--- config.mk ---
export PLATFORM = sky130hd
export DESIGN_NAME = dualrail_tx_bridge
export DESIGN_NICKNAME = d
export VERILOG_FILES = /design/src/rtl/dualrail_tx_bridge_pkg.sv /design/src/rtl/dualrail_tx_bridge_fifo.sv /design/src/rtl/dualrail_tx_bridge.sv
export SDC_FILE = /design/constraint.sdc
export NUM_CORES = 1
export LEC_CHECK = 0
export ABC_AREA = 1
export CORE_MARGIN = 5
export CORE_UTILIZATION = 40
export DETAILED_ROUTE_END_ITERATION = 10
export SKIP_LAST_GASP = 1
export SLEW_MARGIN = 15
export SYNTH_ARGS = -nofsm -noshare
export SYNTH_HDL_FRONTEND = slang
export SYNTH_SLANG_ARGS = --single-unit
--- constraint.sdc ---
create_clock -name clk -period 4.1 [get_ports clk]
set_input_delay 0.41 -clock clk [delete_from_list [all_inputs] [get_ports clk]]
set_output_delay 0.41 -clock clk [all_outputs]
set_load 0.02 [all_outputs]
--- src/rtl/dualrail_tx_bridge_pkg.sv ---
// Shared definitions for the dual-rail bridges: FSM state codes, null rail pair
// and the per-bit 1-of-2 encoder used to build a token.
package dualrail_tx_bridge_pkg;

  localparam logic ST_IDLE = 1'b0;
  localparam logic ST_DATA = 1'b1;

  localparam logic [1:0] DR_NULL_PAIR = 2'b00;

  // Rail pair for one data bit: {rail-1, rail-0}. Never 2'b11.
  function automatic logic [1:0] dr_pair(input logic b);
    return {b, ~b};
  endfunction

endpackage

--- src/rtl/dualrail_tx_bridge_fifo.sv ---
// bridge_fifo: synchronous FIFO with wrap-bit pointers, no push/pop bypass.
// A push is refused whenever the FIFO is full, even if a pop happens on the same edge.
module bridge_fifo
  import dualrail_tx_bridge_pkg::*;
#(
  parameter int WIDTH = 8,
  parameter int DEPTH = 4
) (
  input  logic                     clk,
  input  logic                     reset,
  input  logic                     push,
  input  logic                     pop,
  input  logic [WIDTH-1:0]         din,
  output logic [WIDTH-1:0]         dout,
  output logic                     full,
  output logic                     empty,
  output logic [$clog2(DEPTH):0]   level
);

  localparam int AW = $clog2(DEPTH);

  logic [WIDTH-1:0] mem [DEPTH];
  logic [AW:0]      wr_ptr;
  logic [AW:0]      rd_ptr;
  logic             do_push;
  logic             do_pop;

  assign full    = (wr_ptr[AW] != rd_ptr[AW]) && (wr_ptr[AW-1:0] == rd_ptr[AW-1:0]);
  assign empty   = (wr_ptr == rd_ptr);
  assign do_push = push && !full;
  assign do_pop  = pop && !empty;
  assign dout    = mem[rd_ptr[AW-1:0]];
  assign level   = wr_ptr - rd_ptr;

  // NOTE: sequential state uses non-blocking assignments so every flop samples
  // pre-edge values regardless of block evaluation order.
  always_ff @(posedge clk) begin
    if (reset) begin
      wr_ptr <= '0;
      rd_ptr <= '0;
    end else begin
      if (do_push) wr_ptr <= wr_ptr + 1'b1;
      if (do_pop)  rd_ptr <= rd_ptr + 1'b1;
    end
  end

  // NOTE: storage is deliberately not reset; the pointers alone define which
  // entries are valid, and a reset-free array maps onto plain RAM/flops.
  always_ff @(posedge clk) begin
    if (do_push) mem[wr_ptr[AW-1:0]] <= din;
  end

endmodule

--- src/rtl/dualrail_tx_bridge.sv ---
// Synchronous valid/ready word stream to WIDTH-bit dual-rail four-phase channel
// with enable-style acknowledge Le, Le synchroniser and a sticky handshake watchdog.
module dualrail_tx_bridge
  import dualrail_tx_bridge_pkg::*;
#(
  parameter int WIDTH       = 8,
  parameter int DEPTH       = 4,
  parameter int SYNC_STAGES = 2,
  parameter int TIMEOUT     = 1024
) (
  input  logic                   clk,
  input  logic                   reset,
  input  logic [WIDTH-1:0]       in_data,
  input  logic                   in_valid,
  output logic                   in_ready,
  output logic [2*WIDTH-1:0]     L,
  input  logic                   Le,
  output logic [$clog2(DEPTH):0] level,
  output logic                   err
);

  logic [SYNC_STAGES-1:0] le_sync;
  logic                   le_s;
  logic                   full;
  logic                   empty;
  logic                   pop;
  logic [WIDTH-1:0]       head;
  logic [2*WIDTH-1:0]     enc;
  logic [2*WIDTH-1:0]     l_reg;
  logic                   state;

  // Le is asynchronous to clk; only the last synchroniser stage may be used.
  always_ff @(posedge clk) begin
    if (reset) le_sync <= '0;
    else       le_sync <= {le_sync[SYNC_STAGES-2:0], Le};
  end
  assign le_s = le_sync[SYNC_STAGES-1];

  bridge_fifo #(
    .WIDTH (WIDTH),
    .DEPTH (DEPTH)
  ) u_fifo (
    .clk   (clk),
    .reset (reset),
    .push  (in_valid),
    .pop   (pop),
    .din   (in_data),
    .dout  (head),
    .full  (full),
    .empty (empty),
    .level (level)
  );

  assign in_ready = !full;
  assign pop      = (state == ST_IDLE) && !empty && le_s;

  // NOTE: every variable written in always_comb gets a default first, so no
  // path can leave it unassigned and infer a latch.
  always_comb begin
    enc = '0;
    for (int i = 0; i < WIDTH; i++) begin
      enc[2*i +: 2] = dr_pair(head[i]);
    end
  end

  // L is driven straight from l_reg so all rails switch on the same edge.
  always_ff @(posedge clk) begin
    if (reset) begin
      state <= ST_IDLE;
      l_reg <= '0;
    end else if (state == ST_IDLE) begin
      if (pop) begin
        l_reg <= enc;
        state <= ST_DATA;
      end
    end else begin
      if (!le_s) begin
        l_reg <= '0;
        state <= ST_IDLE;
      end
    end
  end
  assign L = l_reg;

  generate
    if (TIMEOUT > 0) begin : g_wd
      localparam int CW = $clog2(TIMEOUT + 1);
      logic [CW-1:0] wd_cnt;
      logic          err_q;

      // Counter saturates at TIMEOUT; err is sticky and the token is kept.
      always_ff @(posedge clk) begin
        if (reset) begin
          wd_cnt <= '0;
          err_q  <= 1'b0;
        end else begin
          if (pop) begin
            wd_cnt <= '0;
          end else if (state == ST_DATA && wd_cnt != CW'(TIMEOUT)) begin
            wd_cnt <= wd_cnt + 1'b1;
          end
          if (state == ST_DATA && wd_cnt == CW'(TIMEOUT - 1)) begin
            err_q <= 1'b1;
          end
        end
      end
      assign err = err_q;
    end else begin : g_no_wd
      assign err = 1'b0;
    end
  endgenerate

endmodule

### Word-level counts from Yosys, hierarchy flattened

Memories as Yosys holds them, arrays and structs flattened. A register that Yosys moved wholly into a read port is not among the register bits.
Cells that the tools add are included.

| word-level totals | value |
|---|---|
| memories | 1 |
| register bits | 37 |
| memory bits (read-only) | 0 |
| bits in latches | 0 |
| output and inout bits | 21 |
| bits in writable memories | 32 |

Memory list:

| name | words | width | read ports | clocked after Yosys merged registers in | wr ports | RTL line | source |
|---|---|---|---|---|---|---|---|
| u_fifo.mem | 4 | 8 | 1 | 1 | 1 | dualrail_tx_bridge_fifo.sv:22 | `logic [WIDTH-1:0] mem [DEPTH];` |

| operators by class | value |
|---|---|
| bitwise gates (word level) | 9 |
| equality and inequality tests | 6 |
| multiplexer cells | 10 |
| reductions and logical operators | 12 |
| shift-type cells | 0 |
| add/sub/neg operators | 4 |
| div/mod/pow operators | 0 |
| multipliers | 0 |
| $lt $le $gt $ge | 0 |

Operators with widths:

| operator | count |
|---|---|
| two-way mux 16 bit | 3 |
| adder 11 x 1 -> 11 bit, second input constant | 1 |
| == test 11 x 10 -> 1 bit, second input constant | 1 |
| != test 11 bit, second input constant | 1 |
| inverter 1 bit | 9 |
| logical AND 1 bit | 7 |
| adder 3 x 1 -> 3 bit, second input constant | 2 |
| two-way mux 1 bit | 5 |
| two-way mux 2 bit | 2 |
| == test 3 bit | 1 |
| subtractor 3 bit | 1 |
| == test 2 bit | 1 |
| logical NOT 1 bit | 2 |
| != test 2 bit, second input constant | 1 |
| AND reduction 2 bit | 1 |
| nonzero test 2 bit | 1 |
| OR reduction 2 bit | 1 |
| != test 1 bit | 1 |

### Depth between registers and ports, before layout

Gate-level depths: netlist of the first run.

| depth | value |
|---|---|
| word-level depth | 7 |
| mapped depth | 10 |
| depth with buffers taken out | 9 |

### Modules after synthesis

From an unflattened synthesis of the first run, not the netlist that was laid out.

| unflattened totals | value |
|---|---|
| cells, all modules | 317 |
| area, all modules | 3083.0 µm² |

Modules (own cells, without submodules):

| module | area each (µm²) | times used | cells an instance | seq. area each (µm²) |
|---|---|---|---|---|
| bridge_fifo | 1742.9 | 1 | 149 | 1121.1 |
| dualrail_tx_bridge | 1340.0 | 1 | 168 | 620.6 |

### Worst setup path before layout of the first run

No wires, ideal clock.

| timing path | value |
|---|---|
| path kind | register -> register |
| start | register u_fifo.rd_ptr[1] |
| end | memory u_fifo.mem[3][0] (enable) |
| cell stages (with the launch flop) | 6 |
| arrival | 1.584 ns |
| data required time | 3.726 ns |
| path buffers | 0 |
| period minus slack after synthesis | 1.958 ns |
| library setup time | 0.374 ns |
| setup slack | 2.142 ns |
| cells stage by stage | dfxtp_1 > inv_1 > ha_1 > nand4_1 > nand2_2 > nor2_1 |

| on the way | value |
|---|---|
| word-level cells in the longest chain between the ends | 6 |

Ends and longest elaborated chain:

| what | RTL line | source |
|---|---|---|
| start: declaration | dualrail_tx_bridge_fifo.sv:24 | `logic [AW:0] rd_ptr;` |
| start signal: assignment | dualrail_tx_bridge_fifo.sv:43 | `if (do_pop) rd_ptr <= rd_ptr + 1'b1;` |
| == test 2 bit | dualrail_tx_bridge_fifo.sv:28 | `assign full = (wr_ptr[AW] != rd_ptr[AW]) && (wr_ptr[AW-1:0] == rd_ptr[AW-1:0]);` |
| logical AND 1 bit | dualrail_tx_bridge_fifo.sv:28 |  |
| logical NOT 1 bit | -- |  |
| via in_ready | dualrail_tx_bridge.sv:15 | `output logic in_ready,` |
| logical AND 1 bit | dualrail_tx_bridge_fifo.sv:30 | `assign do_push = push && !full;` |
| two-way mux 1 bit | dualrail_tx_bridge_fifo.sv:50 | `if (do_push) mem[wr_ptr[AW-1:0]] <= din;` |
| two-way mux 1 bit (implied by the code) | dualrail_tx_bridge_fifo.sv:50 |  |
| end: declaration | dualrail_tx_bridge_fifo.sv:22 |  |

The timed path passes the listed nets, and every way through them passes these cells.

### Worst setup path in the final report of the first run

| timing path | value |
|---|---|
| start | register u_fifo.wr_ptr[0] |
| end | output port level[2] |

| on the way | value |
|---|---|
| word-level cells in the longest chain between the ends | 1 |

Ends and longest elaborated chain:

| what | RTL line | source |
|---|---|---|
| start: declaration | dualrail_tx_bridge_fifo.sv:23 | `logic [AW:0] wr_ptr;` |
| start signal: assignment | dualrail_tx_bridge_fifo.sv:42 | `if (do_push) wr_ptr <= wr_ptr + 1'b1;` |
| subtractor 3 bit | dualrail_tx_bridge_fifo.sv:33 | `assign level = wr_ptr - rd_ptr;` |
| end: declaration | dualrail_tx_bridge.sv:18 | `output logic [$clog2(DEPTH):0] level,` |

Every way passes these cells.

==> results of run 1 <==
-- synth_stat cells --
cell      instances
nand3_4           1
nand3_1          11
nor2_1           48
dfxtp_1          39
nor2_4            2
or2_0             1
nand2_4           3
xor2_1            4
o211ai_1          1
fa_1              1
o21ai_2           1
a21oi_2           4
o21ai_0          28
ha_1              9
nor3_4            1
nor2_2            2
a21oi_1          29
buf_2             4
nand3_2           2
nand2_2           6
inv_2             3
buf_12            1
inv_8             1
o21ai_1           3
buf_6             1
buf_4             2
clkbuf_1          1
inv_1            31
nand3b_1          1
nand4_1           5
xnor2_1           2
edfxtp_1         32
nand2_1          50
-- power by group through the flow --
stage               Clock [uW]  Sequential, uW  Combinational, uW
floorplan                    0             802               89.9
finish                     549             784                149
global route               600             787                164
global placement             0             800                148
detailed placement           0             800                150
CTS                        565             784                151
-- how the worst max path moves through the flow --
stage | startpoint | endpoint | slack [ns]
6_report | u_fifo.wr_ptr[0] | level[2] | 1.46
5_1_grt | u_fifo.wr_ptr[0] | level[2] | 1.33
4_1_cts | u_fifo.wr_ptr[0] | level[2] | 1.43
3_5_place_dp | u_fifo.wr_ptr[0] | level[2] | 1.81
3_3_place_gp | u_fifo.wr_ptr[0] | level[2] | 1.84
2_1_floorplan | u_fifo.rd_ptr[1] | u_fifo.mem[3][0] | 2.14
-- kinds of logic (layout without fill, tap and decap cells) --
kind of cell / Yosys count / in the layout / share of synthesized area
flip-flops: 71 / 71 / 0.5590
adder cells (fa/ha/maj): 10 / 10 / 0.04257
AO/OA/AOI/OAI: 66 / 66 / 0.1128
AND/OR/NAND/NOR: 133 / 133 / 0.2016
buffers and inverters: 44 / 83 / 0.06706
XOR/XNOR: 6 / 6 / 0.01687
-- metal layers --
metal  global-route usage  vias up  routed length, um
met1               0.1578     1060               2846
met5                    0        -                  0
met3              0.04143       12                168
met4              0.05462        0                 91
li1                     -     1156                  -
met2               0.2298       30               3131
-- through the flow --
stage	total power [uW]	std cells	util	hold WS (ns)
floorplan	892.1	330	-	0.3883
global placement	948.3	455	0.4568	0.3906
detailed placement	950.6	455	0.4568	0.3975
CTS	1500	471	0.4825	0.4081
global route	1551	471	0.4825	0.4297
finish	1482	471	0.4825	0.4065
-- critical path, delay by kind of cell, from the launching register on --
family / cells / cell delay, ns
buffers and inverters: 2 / 0.72
adder cells (fa/ha/maj): 2 / 0.65
flip-flops: 1 / 0.36
XOR/XNOR: 1 / 0.16
-- cell usage in the layout (no fill, tap or decap), types with 3 or more instances in the layout --
cell type,instances
a21oi_1,29
a21oi_2,4
clkbuf_8,9
clkdlybuf4s50_1,32
dfxtp_1,39
edfxtp_1,32
ha_1,9
inv_1,31
inv_2,3
nand2_1,50
nand2_2,6
nand2_4,3
nand3_1,11
nand4_1,5
nor2_1,48
o21ai_0,28
o21ai_1,3
xor2_1,4
-- flip-flops by register name (all words and copies together) (netlist names), named ones only --
name           count
u_fifo.mem        32
le_sync            2
g_wd.wd_cnt       11
u_fifo.rd_ptr      3
L                 16
state              1
u_fifo.wr_ptr      3
err                1
-- cell type report --
| type | count | area (um2) |
|---|---|---|
| Clock inverter | 7 | 72.57 |
| Multi-Input combinational cell | 215 | 1165 |
| Timing Repair Buffer | 32 | 320.3 |
| Tap cell | 102 | 127.6 |
| Clock buffer | 9 | 123.9 |
| Fill cell | 708 | 3958 |
| Sequential cell | 71 | 1742 |
| Inverter | 35 | 138.9 |
==> summary.txt, run 1 <==
Critical path
  – Arr. time, crit path: 2.23 ns
  – Worst-case reg-to-reg path depth: 5
  – Slowest library cell on the worst path: clkdlybuf4s50_1
  – Crit path cell chain: inv_1 > ha_1 > fa_1 > xnor2_1 > clkdlybuf4s50_1
  – R2R setup slack: 2.01 ns
  – CP Launch Type: register
  – Critical Path End Type: primary output
  – WP data required: 3.69 ns
  – R2R Path End: u_fifo.mem[3][2]
  – Max Fanout on Critical Path: 5
  – Worst r2r src: u_fifo.rd_ptr[1]
  – Critical path class: reg2out
  – CP max stage delay: 0.62 ns

Pwr
  – Pwr per Cell Area: 401.5 nW/um2
  – VDD IR-drop max: 273.8 uV
  – P_leak: 0.001390 uW
  – Combinational share of power: 0.100
  – Net Switching: 373.8 uW
  – Reg power frac: 0.529
  – Internal power: 1108 uW
  – Switch share: 0.2523
  – Clock power share: 0.370

Place
  – Post-DP HPWL: 4275 um
  – Port bufs: 32
  – Routability congestion estimate: 0.8420
  – Post-Place Setup Slack: 1.812 ns
  – Dpl cell area: 3493 um2

Global routing
  – Global-route wire length before repair: 10,320 um
  – Total congestion overflow: 0
  – GRT Total Usage: 0.1347
  – Largest net degree at the start of global routing: 19
  – Vias in the first global route: 2,151
  – Antenna violations before repair: 0

Min path
  – Type of the most critical hold path: reg2reg
  – Hold_sp: le_sync[0]
  – Worst hold endpoint: le_sync[1]
  – Hold depth: 2

Clocking
  – CTS resizes: 0
  – # clock sinks: 71
  – Number of H-tree levels: 3
  – Clock buffer depth: 2
  – CTS tree: done
  – Num CTS Buffers: 9
  – Clock latency on the worst-skew pair: 0.34 ns
  – CTS root buf: clkbuf_8
  – # hold bufs at CTS: 0
  – Post-CTS Setup Repair Bufs: 0
  – Clk slew on worst S/H paths: 0.08 ns

Layout
  – Post-route design area: 3690 um2
  – Nets@finish: 386
  – Share of cells above drive strength 1: 0.1138
  – # diodes: 0
  – Synthesis-to-layout area growth: 18.43%

Logic synthesis
  – Mapped Area: 3115 um2
  – Synth area leaders: edfxtp_1, dfxtp_1, nand2_1
  – Avg Cell Area, Syn: 9.441 um2
  – Register area share after synthesis: 0.5590
  – Cells after synthesis: 330
  – Syn_nets: 352
  – Yosys warns: 0
  – Synth top area share: 0.3084
  – Synth Register Bits: 71
  – Top cell type by total area after synthesis: edfxtp_1
  – Distinct cells, synth: 33

Job
  – Max-cap viol count: 0

Timing
  – Final Skew: 0.008436 ns
  – Fin worst setup slack: 1.464 ns
  – Final period util: 0.6429
  – Tightest Pin Transition: 0.8134 ns
  – Final setup TNS: 0 ns
  – Rel. slew slack: 0.4557
  – Final setup fails: 0
  – Tmin final: 2.636 ns
  – Final hold vios: 0
  – Slew Limit Fails: 0
  – Max Clock Freq: 0.3794 GHz
  – RSZ-0062 raised after global routing: no

Floorplan
  – Die Width: 98.26 um
  – Die Y: 98.26 um
  – Initial Utilization: 0.4074
  – Top-Level Pins: 33
  – Die ar.: 9654 um2
  – Core Region: 7647 um2
  – # rows: 32

Route
  – Final ANT Viol Nets: 0
  – Drt first pass iters: 4
  – DRC viols: 0
  – Drt wl/cell: 13.24 um
  – DR vias/cell: 4.794
  – Initial DRC count: 110
  – Final wirelength: 6238 um
  – Via Count: 2,258

Status
  – Outcome: complete, no violations
Note: power is estimated with default switching activity, not from simulation.
==> run 2, diff against run 1 <==
==> constraint.sdc (replaced) <==
create_clock -name clk -period 2.35 [get_ports clk]
set_input_delay 0.235 -clock clk [delete_from_list [all_inputs] [get_ports clk]]
set_output_delay 0.235 -clock clk [all_outputs]
set_load 0.02 [all_outputs]
==> run 2 against run 1 <==
Net effect: clock power up 60%; sequential share of layout area down 0.32 points; utilization up 0.33 points; critical endpoint unchanged; largest cell class unchanged; highest routed layer unchanged.
==> summary.txt, run 2 (synthesized netlist as in run 1, its figures left out) <==
Critical path
  – CP max stage delay: 0.43 ns (-0.19 ns)
  – Worst r2r src: u_fifo.wr_ptr[0]
  – Arr. time, crit path: 1.94 ns (-0.29 ns)
  – Worst path bufs/invs: 2 (unchanged)
  – Slowest library cell on the worst path: fa_1
  – Top delay family on crit path: adder cells
  – Worst-case reg-to-reg path depth: 6 (+1)
  – Critical path class: reg2out
  – CP Launch Type: register
  – Critical Path End Type: primary output
  – WP data required: 2.12 ns (-1.57 ns)
  – R2R setup slack: 0.64 ns (-1.37 ns)
  – Max Fanout on Critical Path: 5 (unchanged)
  – R2R Path End: u_fifo.mem[3][6]
  – Crit path cell chain: inv_1 > ha_1 > fa_1 > xnor2_1 > dlygate4sd2_1

Timing
  – Final Skew: 0.004618 ns (-0.003818 ns)
  – Final hold vios: 0 (unchanged)
  – Tmin final: 2.176 ns
  – Final period util: 0.9260
  – Max Clock Freq: 0.4595 GHz
  – Final setup fails: 0 (unchanged)
  – Final setup TNS: 0 ns (unchanged)
  – Tightest Pin Transition: 0.5983 ns (-0.2151 ns)
  – RSZ-0062 raised after global routing: no
  – Rel. slew slack: 0.6002 (+0.1444)
  – Slew Limit Fails: 0 (unchanged)

Route
  – Initial DRC count: 68 (-38%)
  – Final ANT Viol Nets: 0 (unchanged)
  – Drt first pass iters: 4 (unchanged)
  – Drt wl/cell: 12.69 um (-4.2%)
  – Final wirelength: 6052 um (-3.0%)
  – DRC viols: 0 (unchanged)
  – DR vias/cell: 4.734 (-1.3%)
  – Via Count: 2,258 (unchanged)

Layout
  – Register area: 1742 um2 (unchanged)
  – Most frequent cells in the layout: nand2_1, nor2_1, dfxtp_1
  – # diodes: 0 (unchanged)
  – Commonest non-fill, non-tap cell in the layout: nand2_1
  – Fill cells: 726 (+2.5%)
  – Nets@finish: 392 (+1.6%)
  – Synthesis-to-layout area growth: 19.24%
  – Share of cells above drive strength 1: 0.1280 (+0.01418)
  – Area of the multi-input gates: 1165 um2 (unchanged)
  – Post-route design area: 3715 um2 (+0.68%)
  – Max reg flops: 32 (unchanged)

Place
  – Post-DP HPWL: 4213 um (-1.4%)
  – Routability congestion estimate: 0.8131 (-3.4%)
  – Dpl cell area: 3538 um2 (+1.3%)
  – Port bufs: 32 (unchanged)

Clocking
  – CTS tree: done
  – Clock buffer depth: 2 (unchanged)
  – Post-CTS Setup Repair Bufs: 0 (unchanged)
  – Clk slew on worst S/H paths: 0.08 ns (about the same)
  – Num CTS Buffers: 9 (unchanged)
  – Clock latency on the worst-skew pair: 0.34 ns (about the same)
  – # clock sinks: 71 (unchanged)
  – CTS root buf: clkbuf_8
  – Number of H-tree levels: 3 (unchanged)

Floorplan
  – Die ar.: 9654 um2 (unchanged)
  – Initial Utilization: 0.4074 (unchanged)
  – Die Width: 98.26 um (unchanged)
  – # rows: 32 (unchanged)
  – Die Y: 98.26 um (unchanged)
  – Top-Level Pins: 33 (unchanged)
  – Core Region: 7647 um2 (unchanged)

Job
  – Max-cap viol count: 0 (unchanged)

Pwr
  – P_leak: 0.001420 uW (+2.1%)
  – VDD IR-drop max: 449.2 uV (+64%)
  – Pwr per Cell Area: 674.6 nW/um2 (+68%)

Min path
  – Type of the most critical hold path: in2reg
  – Hold_sp: Le
  – Hold depth: 3 (+1)
  – Worst hold endpoint: le_sync[0]

Global routing
  – Antenna violations before repair: 0 (unchanged)
  – Global-route wire length before repair: 10,230 um (-0.87%)
  – Total congestion overflow: 0 (unchanged)
  – GRT Total Usage: 0.1338 (-0.0008886)
  – Largest net degree at the start of global routing: 19 (unchanged)
  – Vias in the first global route: 2,174 (+1.1%)

Status
  – Outcome: complete, no violations
run 2: cell types whose count changed in the layout (fill, tap and decap cells not counted), sizes merged:
cell and delta:
buf +6, bufinv -1, clkdlybuf4s50 -2, dlygate4sd2 +2
inv +1
run 2: worst max path at each step:
stage / cells after the start / from / slack (ns) / end
final: 5 / u_fifo.wr_ptr[0] / 0.17 / level[2]
after detailed placement: 5 / u_fifo.wr_ptr[0] / 0.25 / level[2]
after global placement: 5 / u_fifo.wr_ptr[0] / 0.27 / level[2]
after floorplan: 5 / u_fifo.rd_ptr[1] / 0.39 / u_fifo.mem[3][0]
after global routing: 5 / u_fifo.wr_ptr[0] / 0.04 / level[2]
after CTS: 5 / u_fifo.wr_ptr[0] / 0.14 / level[2]
run 2: worst min-delay path, cell delays in order:
cell             delay, ns
clkdlybuf4s50_1       0.39
inv_1                 0.05
nor2_1                0.03
run 2: report_power, final:
part | total (uW) | internal, uW | switching [uW]
combinational | 266 | 106 | 160
sequential | 1360 | 1340 | 23.9
clock | 877 | 391 | 486
run 2: layer usage:
metal  GRT usage  up-vias  share of wire
met2      0.2309       42           0.50
met5           0        -              0
met1      0.1551     1036           0.45
met4     0.03782        0         0.0099
li1            -     1175              -
met3     0.05143        5          0.043
run 2: through the flow:
step / utilization / worst slack [ns] / std cells / hold slack, ns / power, uW
finish: 0.4858 / 0.1738 / 477 / 0.3982 / 2506
global route: 0.4858 / 0.04250 / 477 / 0.3948 / 2621
CTS: 0.4858 / 0.1424 / 477 / 0.3859 / 2537
detailed placement: 0.4627 / 0.2493 / 461 / 0.3980 / 1666
global placement: 0.4627 / 0.2734 / 461 / 0.3906 / 1662
floorplan: - / 0.3922 / 330 / 0.2974 / 1556
run 2: timing repair:
item                                   in CTS  in global routing
gates resized for setup                     2                  0
endpoints found under the hold margin       0                  0
setup endpoints to repair                   2                  0
hold buffers                                0                  0
run 2: area by class of cell:
cell class,instances,area share
Timing Repair Buffer,38,0.09768
Tap cell,102,0.03435
Multi-Input combinational cell,215,0.3136
Sequential cell,71,0.4688
Inverter,35,0.03739
Clock inverter,7,0.01482
Clock buffer,9,0.03334
==> run 3, diff against run 2 <==
--- a/config.mk
+++ b/config.mk
@@ -6,11 +6,12 @@
 export NUM_CORES = 1
 export LEC_CHECK = 0
 export ABC_AREA = 1
-export CORE_MARGIN = 5
+export CORE_MARGIN = 3
 export CORE_UTILIZATION = 40
 export DETAILED_ROUTE_END_ITERATION = 10
 export SKIP_LAST_GASP = 1
 export SLEW_MARGIN = 15
 export SYNTH_ARGS = -nofsm -noshare
 export SYNTH_HDL_FRONTEND = slang
+export SYNTH_HIERARCHICAL = 1
 export SYNTH_SLANG_ARGS = --single-unit
==> run 3 against run 2 <==
Net effect: maximum frequency rose by 0.47%; via count fell by 4.1%; setup slack improved by 0.010 ns; highest routed layer unchanged; synthesized area fell by 1.0%; utilization rose by 2.3 points; sequential cell count did not move; critical path type unchanged; global-route usage rose by 1.5 points; die area fell by 8.9%; routed wire length fell by 3.1%; sequential power barely moved; worst hold slack improved by 0.013 ns.
==> summary.txt, run 3 <==
Logic synthesis
  – Most common cell in the netlist: nand2_1
  – Cells after synthesis: 317 (-3.9%)
  – Distinct cells, synth: 33 (unchanged)
  – Top cell type by total area after synthesis: edfxtp_1
  – Post-synth top cells: nand2_1, dfxtp_1, nor2_1, edfxtp_1, inv_1
  – Post-synth EDFFs: 32 (unchanged)
  – Syn_nets: 339 (-3.7%)
  – Yosys warns: 6 (+6)
  – Register area share after synthesis: 0.5649 (+0.005899)
  – Synth top area share: 0.3117 (+0.003255)
  – Mapped Area: 3083 um2 (-1.0%)
  – Synth async-reset ratio: 0 (unchanged)
  – Avg Cell Area, Syn: 9.725 um2 (+3.0%)
  – Synth Register Bits: 71 (unchanged)
  – Synth area leaders: edfxtp_1, dfxtp_1, nand2_1
  – Ys flop type: dfxtp_1

Layout
  – Share of cells above drive strength 1: 0.1223 (-0.005717)
  – # diodes: 0 (unchanged)
  – Fill cells: 694 (-4.4%)
  – Nets@finish: 385 (-1.8%)
  – Commonest non-fill, non-tap cell in the layout: nand2_1
  – Synthesis-to-layout area growth: 21.51%
  – Most frequent cells in the layout: nand2_1, dfxtp_1, nor2_1
  – Max reg flops: 32 (unchanged)

Timing
  – Slew Limit Fails: 0 (unchanged)
  – Tightest Pin Transition: 0.4195 ns (-0.1788 ns)
  – Final period util: 0.9217 (-0.004311)
  – Final setup TNS: 0 ns (unchanged)
  – Final setup fails: 0 (unchanged)
  – Tmin final: 2.166 ns (-0.01013 ns)
  – RSZ-0062 raised after global routing: no
  – Rel. slew slack: 0.7200 (+0.1199)
  – Final Skew: 0.008956 ns (+0.004338 ns)
  – Max Clock Freq: 0.4617 GHz (+0.47%)
  – Final hold vios: 0 (unchanged)

Pwr
  – Total power: 2551 uW (+1.8%)
  – P_leak: 0.001469 uW (+3.5%)
  – VDD IR-drop max: 361.7 uV (-19%)
  – Pwr per Cell Area: 681.0 nW/um2 (+0.96%)

Global routing
  – Total congestion overflow: 0 (unchanged)
  – GRT Total Usage: 0.1484 (+0.01458)
  – Vias in the first global route: 2,157 (-0.78%)
  – Largest net degree at the start of global routing: 17 (-2)
  – Antenna violations before repair: 0 (unchanged)
  – Global-route wire length before repair: 10,140 um (-0.80%)

Critical path
  – Critical Path End Type: primary output
  – WP data required: 2.12 ns (about the same)
  – Max Fanout on Critical Path: 5 (unchanged)
  – CP Launch Type: register
  – Critical path class: reg2out
  – Arr. time, crit path: 1.93 ns (about the same)

Route
  – Met3 routed WL: 221 um (-14%)
  – Drt first pass iters: 4 (unchanged)
  – Via Count: 2,165 (-4.1%)
  – Final ANT Viol Nets: 0 (unchanged)
  – Initial DRC count: 89 (+31%)
  – Final wirelength: 5862 um (-3.1%)
  – Met1 WL: 2817 um (+3.3%)
  – Top Layer Used: met4
  – DR vias/cell: 4.636 (-2.1%)
  – Drt wl/cell: 12.55 um (-1.1%)
  – DR WL met2: 2759 um (-8.2%)
  – DRC viols: 0 (unchanged)

Floorplan
  – Initial Utilization: 0.4183 (+0.01094)
  – Die Width: 93.79 um (-4.5%)
  – # rows: 31 (-3.1%)
  – Die Y: 93.79 um (-4.5%)
  – Die ar.: 8797 um2 (-8.9%)
  – Core Region: 7370 um2 (-3.6%)
  – Top-Level Pins: 33 (unchanged)

Clocking
  – Clk slew on worst S/H paths: 0.08 ns (about the same)
  – # clock sinks: 71 (unchanged)
  – Number of H-tree levels: 3 (unchanged)
  – Num CTS Buffers: 9 (unchanged)
  – # hold bufs at CTS: 0 (unchanged)
  – Post-CTS Setup Repair Bufs: 0 (unchanged)
  – Clock latency on the worst-skew pair: 0.34 ns (about the same)
  – CTS root buf: clkbuf_8
  – Clock buffer depth: 2 (unchanged)
  – CTS tree: done

Min path
  – Type of the most critical hold path: in2reg

Place
  – Post-DP HPWL: 4096 um (-2.8%)
  – Port bufs: 32 (unchanged)
  – Routability congestion estimate: 0.7890 (-3.0%)

Status
  – Outcome: complete, no violations

Job
  – Max-cap viol count: 0 (unchanged)
-- run 3: cell count changes in the layout (fill, tap and decap cells not counted), moves of 3 or more --
cell	delta
o21ai_0	-16
nor2_1	-11
o211a_1	+8
o22ai_1	+8
or2_1	+7
nand2_1	+6
a21oi_1	-4
nand2_2	-4
nand4_1	-3
-- run 3: worst max-delay path, stage by stage (launching register included) --
cell,delay (ns)
dfxtp_1,0.39
inv_1,0.10
ha_1,0.22
fa_1,0.38
xnor2_1,0.16
dlygate4sd2_1,0.35
-- run 3: cells by family after synthesis --
logic type | count (synthesis) | synth area share
flops | 71 | 0.5649
simple gates | 127 | 0.1948
compound gates | 61 | 0.1185
fa+ha+maj | 10 | 0.04302
xor+xnor | 6 | 0.01705
buf+inv | 42 | 0.06169
-- run 3: worst paths after layout --
| kind | from | endpoint | slack [ns] | depth (start not counted) |
|---|---|---|---|---|
| setup reg to reg | u_fifo/wr_ptr[0] | u_fifo/rd_ptr[2] | 0.21 | 13 |
| hold / removal | Le | le_sync[0] | 0.41 | 3 |
| setup / recovery | u_fifo/wr_ptr[0] | level[2] | 0.18 | 5 |
| hold reg to reg | le_sync[0] | le_sync[1] | 0.43 | 2 |
-- run 3: area by class of cell --
cell class	instances	area, um2	area share
clock buffers	9	123.9	0.03307
clock inverters	7	72.57	0.01937
inverters	37	152.6	0.04075
multi-input cells	204	1155	0.3083
flip-flops and latches	71	1742	0.4649
well taps	99	123.9	0.03307
repair buffers	40	376.6	0.1005
-- run 3: routing by layer --
layer | vias up | GRT usage
met3 | 7 | 0.05449
li1 | 1143 | -
met2 | 28 | 0.2365
met4 | 0 | 0.03971
met5 | - | 0
met1 | 987 | 0.1903
-- run 3: what timing repair did --
item,CTS,global route
pin swaps,0,0
setup endpoints to repair,3,4
gates cloned,0,0
resized for setup,3,1
-- run 3: per-stage QoR --
stage               worst slack (ns)  hold WS (ns)  utilization  cells  instance area [um2]
finish                        0.1839        0.4113       0.5083    467                 3746
floorplan                     0.4001        0.3019            -    317                 3083
global route                 0.03460        0.4048       0.5083    467                 3746
detailed placement            0.2054        0.4137       0.4817    451                 3550
global placement              0.2895        0.4117       0.4817    451                 3550
CTS                           0.1330        0.4011       0.5078    467                 3742
-- run 3: power by group --
group	internal, uW	total (uW)	switching [uW]
Clock	490	952	462
Combinational	105	243	138
Sequential	1330	1360	21.8
